$ cat config.mk
export PLATFORM = sky130hd
export DESIGN_NAME = and2_share_arbiter
export DESIGN_NICKNAME = d
export VERILOG_FILES = /design/src/rtl/and2_share_arbiter.sv
export SDC_FILE = /design/constraint.sdc
export NUM_CORES = 1
export LEC_CHECK = 0
export BUFFER_PORTS_ARGS = -buffer_cell sky130_fd_sc_hd__buf_2
export CORE_AREA = 2 2 43 45
export DETAILED_ROUTE_END_ITERATION = 12
export DIE_AREA = 0 0 45 47
export GPL_ROUTABILITY_DRIVEN = 1
export HOLD_SLACK_MARGIN = 0.02
export PLACE_DENSITY = 0.64
export SKIP_CTS_REPAIR_TIMING = 1
export SYNTH_ARGS = -nofsm -noshare
export SYNTH_HDL_FRONTEND = slang
export SYNTH_SLANG_ARGS = --single-unit
$ cat constraint.sdc
create_clock -name CLK -period 2.6 [get_ports CLK]
set_clock_uncertainty 0.15 [all_clocks]
set_input_delay 0.13 -clock CLK [delete_from_list [all_inputs] [get_ports CLK]]
set_output_delay 0.13 -clock CLK [all_outputs]
set_load 0.01 [all_outputs]
$ cat src/rtl/and2_share_arbiter.sv
// Round-robin shared bitwise AND unit: one requester is granted per cycle and its
// I0 & I1 result lands in a single-entry output register tagged with the requester index.
//
// state | meaning
// EMPTY | output register holds no result (out_valid=0)
// FULL  | output register holds a result awaiting the consumer (out_valid=1)
module and2_share_arbiter #(
  parameter int N_REQ = 4,
  parameter int WIDTH = 1,
  parameter int ID_W  = (N_REQ > 1) ? $clog2(N_REQ) : 1
) (
  input  logic                   CLK,
  input  logic                   ASYNCRESET,
  input  logic [N_REQ-1:0]       req_valid,
  output logic [N_REQ-1:0]       req_ready,
  input  logic [N_REQ*WIDTH-1:0] req_I0,
  input  logic [N_REQ*WIDTH-1:0] req_I1,
  output logic                   out_valid,
  input  logic                   out_ready,
  output logic [WIDTH-1:0]       out_O,
  output logic [ID_W-1:0]        out_id
);

  typedef enum logic {EMPTY = 1'b0, FULL = 1'b1} state_t;

  state_t            state, state_nxt;
  logic [ID_W-1:0]   rr_ptr, rr_ptr_nxt;
  logic [ID_W-1:0]   grant_id;
  logic              any_valid;
  logic              can_accept;
  logic              transfer;
  logic [WIDTH-1:0]  out_o_nxt;
  logic [ID_W-1:0]   out_id_nxt;
  logic [WIDTH-1:0]  i0_arr [N_REQ];
  logic [WIDTH-1:0]  i1_arr [N_REQ];

  for (genvar k = 0; k < N_REQ; k++) begin : g_unpack
    assign i0_arr[k] = req_I0[k*WIDTH +: WIDTH];
    assign i1_arr[k] = req_I1[k*WIDTH +: WIDTH];
  end

  // Scan from the farthest offset back to rr_ptr so the closest valid requester wins.
  always_comb begin
    grant_id  = '0;
    any_valid = 1'b0;
    for (int i = N_REQ - 1; i >= 0; i--) begin
      int s;
      s = int'(rr_ptr) + i;
      if (s >= N_REQ) s = s - N_REQ;
      if (req_valid[ID_W'(s)]) begin
        grant_id  = ID_W'(s);
        any_valid = 1'b1;
      end
    end
  end

  assign out_valid  = (state == FULL);
  assign can_accept = !out_valid || out_ready;
  assign transfer   = any_valid && can_accept;
  assign req_ready  = (transfer && !ASYNCRESET) ? (N_REQ'(1) << grant_id) : '0;

  always_comb begin
    state_nxt  = state;
    rr_ptr_nxt = rr_ptr;
    out_o_nxt  = out_O;
    out_id_nxt = out_id;
    if (transfer) begin
      state_nxt  = FULL;
      out_o_nxt  = i0_arr[grant_id] & i1_arr[grant_id];
      out_id_nxt = grant_id;
      rr_ptr_nxt = (grant_id == ID_W'(N_REQ - 1)) ? '0 : grant_id + 1'b1;
    end else if (state == FULL && out_ready) begin
      state_nxt = EMPTY;
    end
  end

  always_ff @(posedge CLK or posedge ASYNCRESET) begin
    if (ASYNCRESET) begin
      state  <= EMPTY;
      rr_ptr <= '0;
      out_O  <= '0;
      out_id <= '0;
    end else begin
      state  <= state_nxt;
      rr_ptr <= rr_ptr_nxt;
      out_O  <= out_o_nxt;
      out_id <= out_id_nxt;
    end
  end

endmodule

======== Word-level counts from Yosys, hierarchy flattened ========
Cells that the tools add are included.
storage, ports and cells
  flip-flop bits (word level) ............. 6
  bits of input ports ..................... 15
  output and inout port bits .............. 8
  word-level logic and storage cells ...... 66
cells by class
  add/subtract/negate cells ............... 8
  order comparisons ....................... 9
  equality and inequality tests ........... 1
  shift operators ......................... 1
  muxes and demuxes ....................... 34
  bitwise gates (word level) .............. 2
  reduce and logical (&&, ||, !) cells .... 7
operator list
  kind                 count
  $mux 1               18
  $mux 2               9
  $lt 2x4->1 const B   4
  $bmux 1 s2           6
  $ge 3x3->1 const B   4
  $sub 2x1->2 const B  4
  $add 2x2->3 const B  2
  $mux 4               1
  $shl 1x2->4 const A  1
  $add 2x1->3 const B  1
  $ge 2x3->1 const B   1
  $logic_and 1x1->1    3
  $not 2->3            1
  $add 2x1->2 const B  1
  $eq 2x2->1 const B   1
  $logic_not 1->1      2
  $reduce_bool 2->1    1
  $and 1x1->1          1
  $logic_or 1x1->1     1

======== Logic depth before layout (Yosys ltp) ========
  word-level depth ........................ 15
  mapped depth ............................ 7
  mapped depth without buffers ............ 6

======== Least setup slack after synthesis ========
No wires, ideal clock.
  kind .................................... register to register
  start ................................... register rr_ptr[1]
  end ..................................... register rr_ptr[1]
  arrival time ............................ 1522 ps
  data required time ...................... 2325 ps
  path slack .............................. 804 ps
  cell stages (with the launch flop) ...... 6
  buffers on the path ..................... 0
  period minus slack after synthesis ...... 1796 ps
  cells stage by stage .................... dfrtp_1 > mux2i_1 > nor2_1 > nor3_1 > ha_1 > mux2_2
on the way
  word-level cells in the longest chain between the ends .. 12
ends and longest elaborated chain
  what                                        line  source
  from (decl)                                 27    logic [ID_W-1:0] rr_ptr, rr_ptr_nxt;
  from (signal assigned)                      85    rr_ptr <= rr_ptr_nxt;
  $add 2x2->3                                 48    s = int'(rr_ptr) + i;
  $ge 3x3->1 or $sub 2x1->2 (tied branches)   49    if (s >= N_REQ) s = s - N_REQ;
  $mux 2                                      49
  $bmux 1 s2                                  50    if (req_valid[ID_W'(s)]) begin
  $mux 1 (implied by the code) (2 in series)  50
  $mux 2 (3 in series)                        50
  $mux 2 (*)                                  50
  via grant_id[0]                             28    logic [ID_W-1:0] grant_id;
  $add 2x1->2 or $eq 2x2->1 (tied branches)   71    rr_ptr_nxt = (grant_id == ID_W'(N_REQ - 1)) ? '0 : grant_id + 1'b1;
  $mux 2 (*)                                  71
The timed path passes the listed nets; every way through them passes the cells marked *. The select of a mux whose other input is x is not followed.
A chain may end at the register's enable or synchronous reset.

======== Worst setup path in the final report ========
  start ................................... register rr_ptr[1]
  end ..................................... output req_ready[0]
RTL lines
  what                                        line  source
  $add 2x2->3                                 48
  $ge 3x3->1 or $sub 2x1->2 (tied branches)   49
  $mux 2                                      49
  $bmux 1 s2                                  50
  $mux 1 (implied by the code) (2 in series)  50
  $mux 2 (3 in series)                        50
  $mux 2 (*)                                  50
  via grant_id[0]                             28
  $shl 1x2->4 (*)                             60    assign req_ready = (transfer && !ASYNCRESET) ? (N_REQ'(1) << grant_id) : '0;
  $mux 4 (*)                                  60
  to (decl)                                   15    output logic [N_REQ-1:0] req_ready,
Marks and branches as above.

==> impl_metrics.yaml <==
clocking:
  cts_tree: "built"
  clock_path_buffers: 2
  path_clk_slew_ns: 0.04
  numCtsBuffers: 3
  cts.htree.levels: 1
  cts.sinks: 6
  clkLatencyLatePin_ns: 0.23
  cts-root-buf: "clkbuf_4"
floorplan:
  start_util: 0.286
  die_y_um: 47
  dieWidth_um: 45
  rows: 15
  core_area_um2: 1650
  ios: 23
  dieArea_um2: 2120
grt:
  grt_pass1_vias: 385
  grt_overflow: 0
  grt_pass1_wl_um: 1560
  grt_antenna_before_repair: 0
  grt_usage: 0.101
  grt_max_degree: 12
place:
  place_hpwl_um: 793
  gp_congestion: 0.627
  io_buffers: 22
setup_path:
  worstSetupEndpointType: "primary output"
  worstSetupPathType: "flop to primary output"
  cp_max_fo: 6
  worst-endpoint-arrival_ns: 1.99
  crit_path_start_kind: "flop"
  crit_required_ns: 2.32
final_layout:
  final_common_cell: "buf_2"
  fill_cells: 181
  multi_input_area_um2: 277
  drive_above_1_share: 0.447
  layout_common_cells: "22 x buf_2, 8 x inv_1, 6 x nand2_1, 6 x dfrtp_1"
  num-nets-final: 97
  seq_area_um2: 150
  insertedDiodeCount: 0
  area_growth_pct: 33.7
power_and_ir_drop:
  power_density_nw_per_um2: 643
  internal_power_mw: 0.264
  pwr-share-comb: 0.441
  power_frac_seq: 0.360
  p_leak_nw: 0.356
  p_sw_mw: 0.141
  max-vdd-ir-drop_mv: 0.349
  swShare: 0.348
  clkPwrFrac: 0.199
timing:
  period_share: 0.872
  worstMarginPinSlew_ns: 0.725
  fmax_mhz: 441
  finalHoldViolations: 0
  whs_ns: 0.0226
  rsz0062_at_grt: "false"
  setup_tns_ns: 0
  slew_headroom: 0.517
  slew_viol_final: 0
  finalCriticalPeriod_ns: 2.27
  setup_violations: 0
routing:
  ant_nets: 0
  vias: 425
  drtPass1Iterations: 2
  wl_per_cell_um: 10.4
  first_iter_violations: 3
  drc: 0
  drt-vias-per-instance: 4.57
  wirelength_um: 970
yosys:
  synthTopCellsByArea: "dfrtp_1 32%, ha_1 11%, mux2_2 7.2%"
  synth_fp_nets: 70
  yosys_warnings: 0
  yosysTopAreaCell: "dfrtp_1"
  seq_area_frac_synth: 0.318
  synth.top_cell.area_share: 0.318
  syn-instance-count: 51
  synth-seq-cells: 6
  netlist_area_um2: 472
  postSynthAreaPerCell_um2: 9.25
  synth_cell_type_count: 22
worst_hold_path:
  hold_class: "primary input to flop"
run:
  maxCapViolCount: 0
status:
  status: "completed"
[area by class of cell]
cell class	instances	area share
Clock buffer	3	0.0357
Inverter	8	0.0476
Multi-Input combinational cell	35	0.438
Sequential cell	6	0.238
Tap cell	17	0.0337
Timing Repair Buffer	24	0.206
[final timing paths]
kind                                             from                    end  slack, ns  cells past startpoint
worst max register to register  rr_ptr[1]$_DFFE_PP0P_  rr_ptr[1]$_DFFE_PP0P_       0.67                      5
worst min-delay path                     req_valid[3]  out_valid$_DFFE_PP0P_       0.02                      3
worst min register to register      out_O$_DFFE_PP0P_      out_O$_DFFE_PP0P_       0.34                      2
worst max-delay path            rr_ptr[1]$_DFFE_PP0P_           req_ready[0]       0.33                      7
max in group asynchronous                  ASYNCRESET  rr_ptr[1]$_DFFE_PP0P_       1.82                      3
min in group asynchronous                  ASYNCRESET      out_O$_DFFE_PP0P_       0.24                      3
[critical path, cell delays in order (launching register included)]
cell	delay, ns
dfrtp_1	0.44
mux2i_1	0.21
nor2_1	0.06
nor3_1	0.39
inv_1	0.15
ha_1	0.22
and3_1	0.16
buf_2	0.13
[metal layers]
layer  wire length, um  GRT usage  up-vias
met5                 0          0        -
met4                 0     0.0706        0
met3                23     0.0115        0
met2               533      0.166        6
met1               413      0.125      196
li1                  -          -      223
[power by group through the flow]
stage / sequential, mW / combinational (mW) / clock [mW]
2_1_floorplan: 0.152 / 0.129 / 0
3_3_place_gp: 0.145 / 0.176 / 0
3_5_place_dp: 0.147 / 0.181 / 0
4_1_cts: 0.146 / 0.181 / 0.0867
5_1_grt: 0.152 / 0.208 / 0.0894
6_report: 0.146 / 0.179 / 0.0807
[per-stage QoR]
| step | util | std cells | setup WS, ns | power (mW) | area [um2] |
|---|---|---|---|---|---|
| finish | 0.382 | 93 | 0.333 | 0.405 | 631 |
| global route | 0.382 | 93 | 0.162 | 0.450 | 631 |
| CTS | 0.370 | 91 | 0.311 | 0.414 | 611 |
| detailed placement | 0.356 | 88 | 0.568 | 0.329 | 588 |
| global placement | 0.356 | 88 | 0.642 | 0.321 | 588 |
| floorplan | - | 51 | 0.804 | 0.281 | 472 |
[cells by family after synthesis]
| logic type | count (synthesis) | synth area share |
|---|---|---|
| flops | 6 | 0.318 |
| mux | 5 | 0.125 |
| fa+ha+maj | 4 | 0.106 |
| compound gates | 10 | 0.180 |
| buf+inv | 10 | 0.0955 |
| simple gates | 16 | 0.175 |
[registers in the layout, summed over array words and instances (netlist names)]
name,cells
out_O,1
out_valid,1
out_id,2
rr_ptr,2
[synth_stat cells]
cell      number
nand2b_1       2
dfrtp_1        6
inv_1          8
nand2_1        6
mux2_2         3
buf_6          1
mux2_4         1
nor2_1         1
o221ai_2       1
nor4_1         1
o21ai_0        2
a21oi_1        3
o2bb2a_4       1
a21oi_2        1
ha_1           4
and3_2         1
and3_1         4
o21ai_2        1
nor3_1         1
clkbuf_1       1
o21a_1         1
mux2i_1        1
No activity file was read; power rests on OpenSTA's default activity.
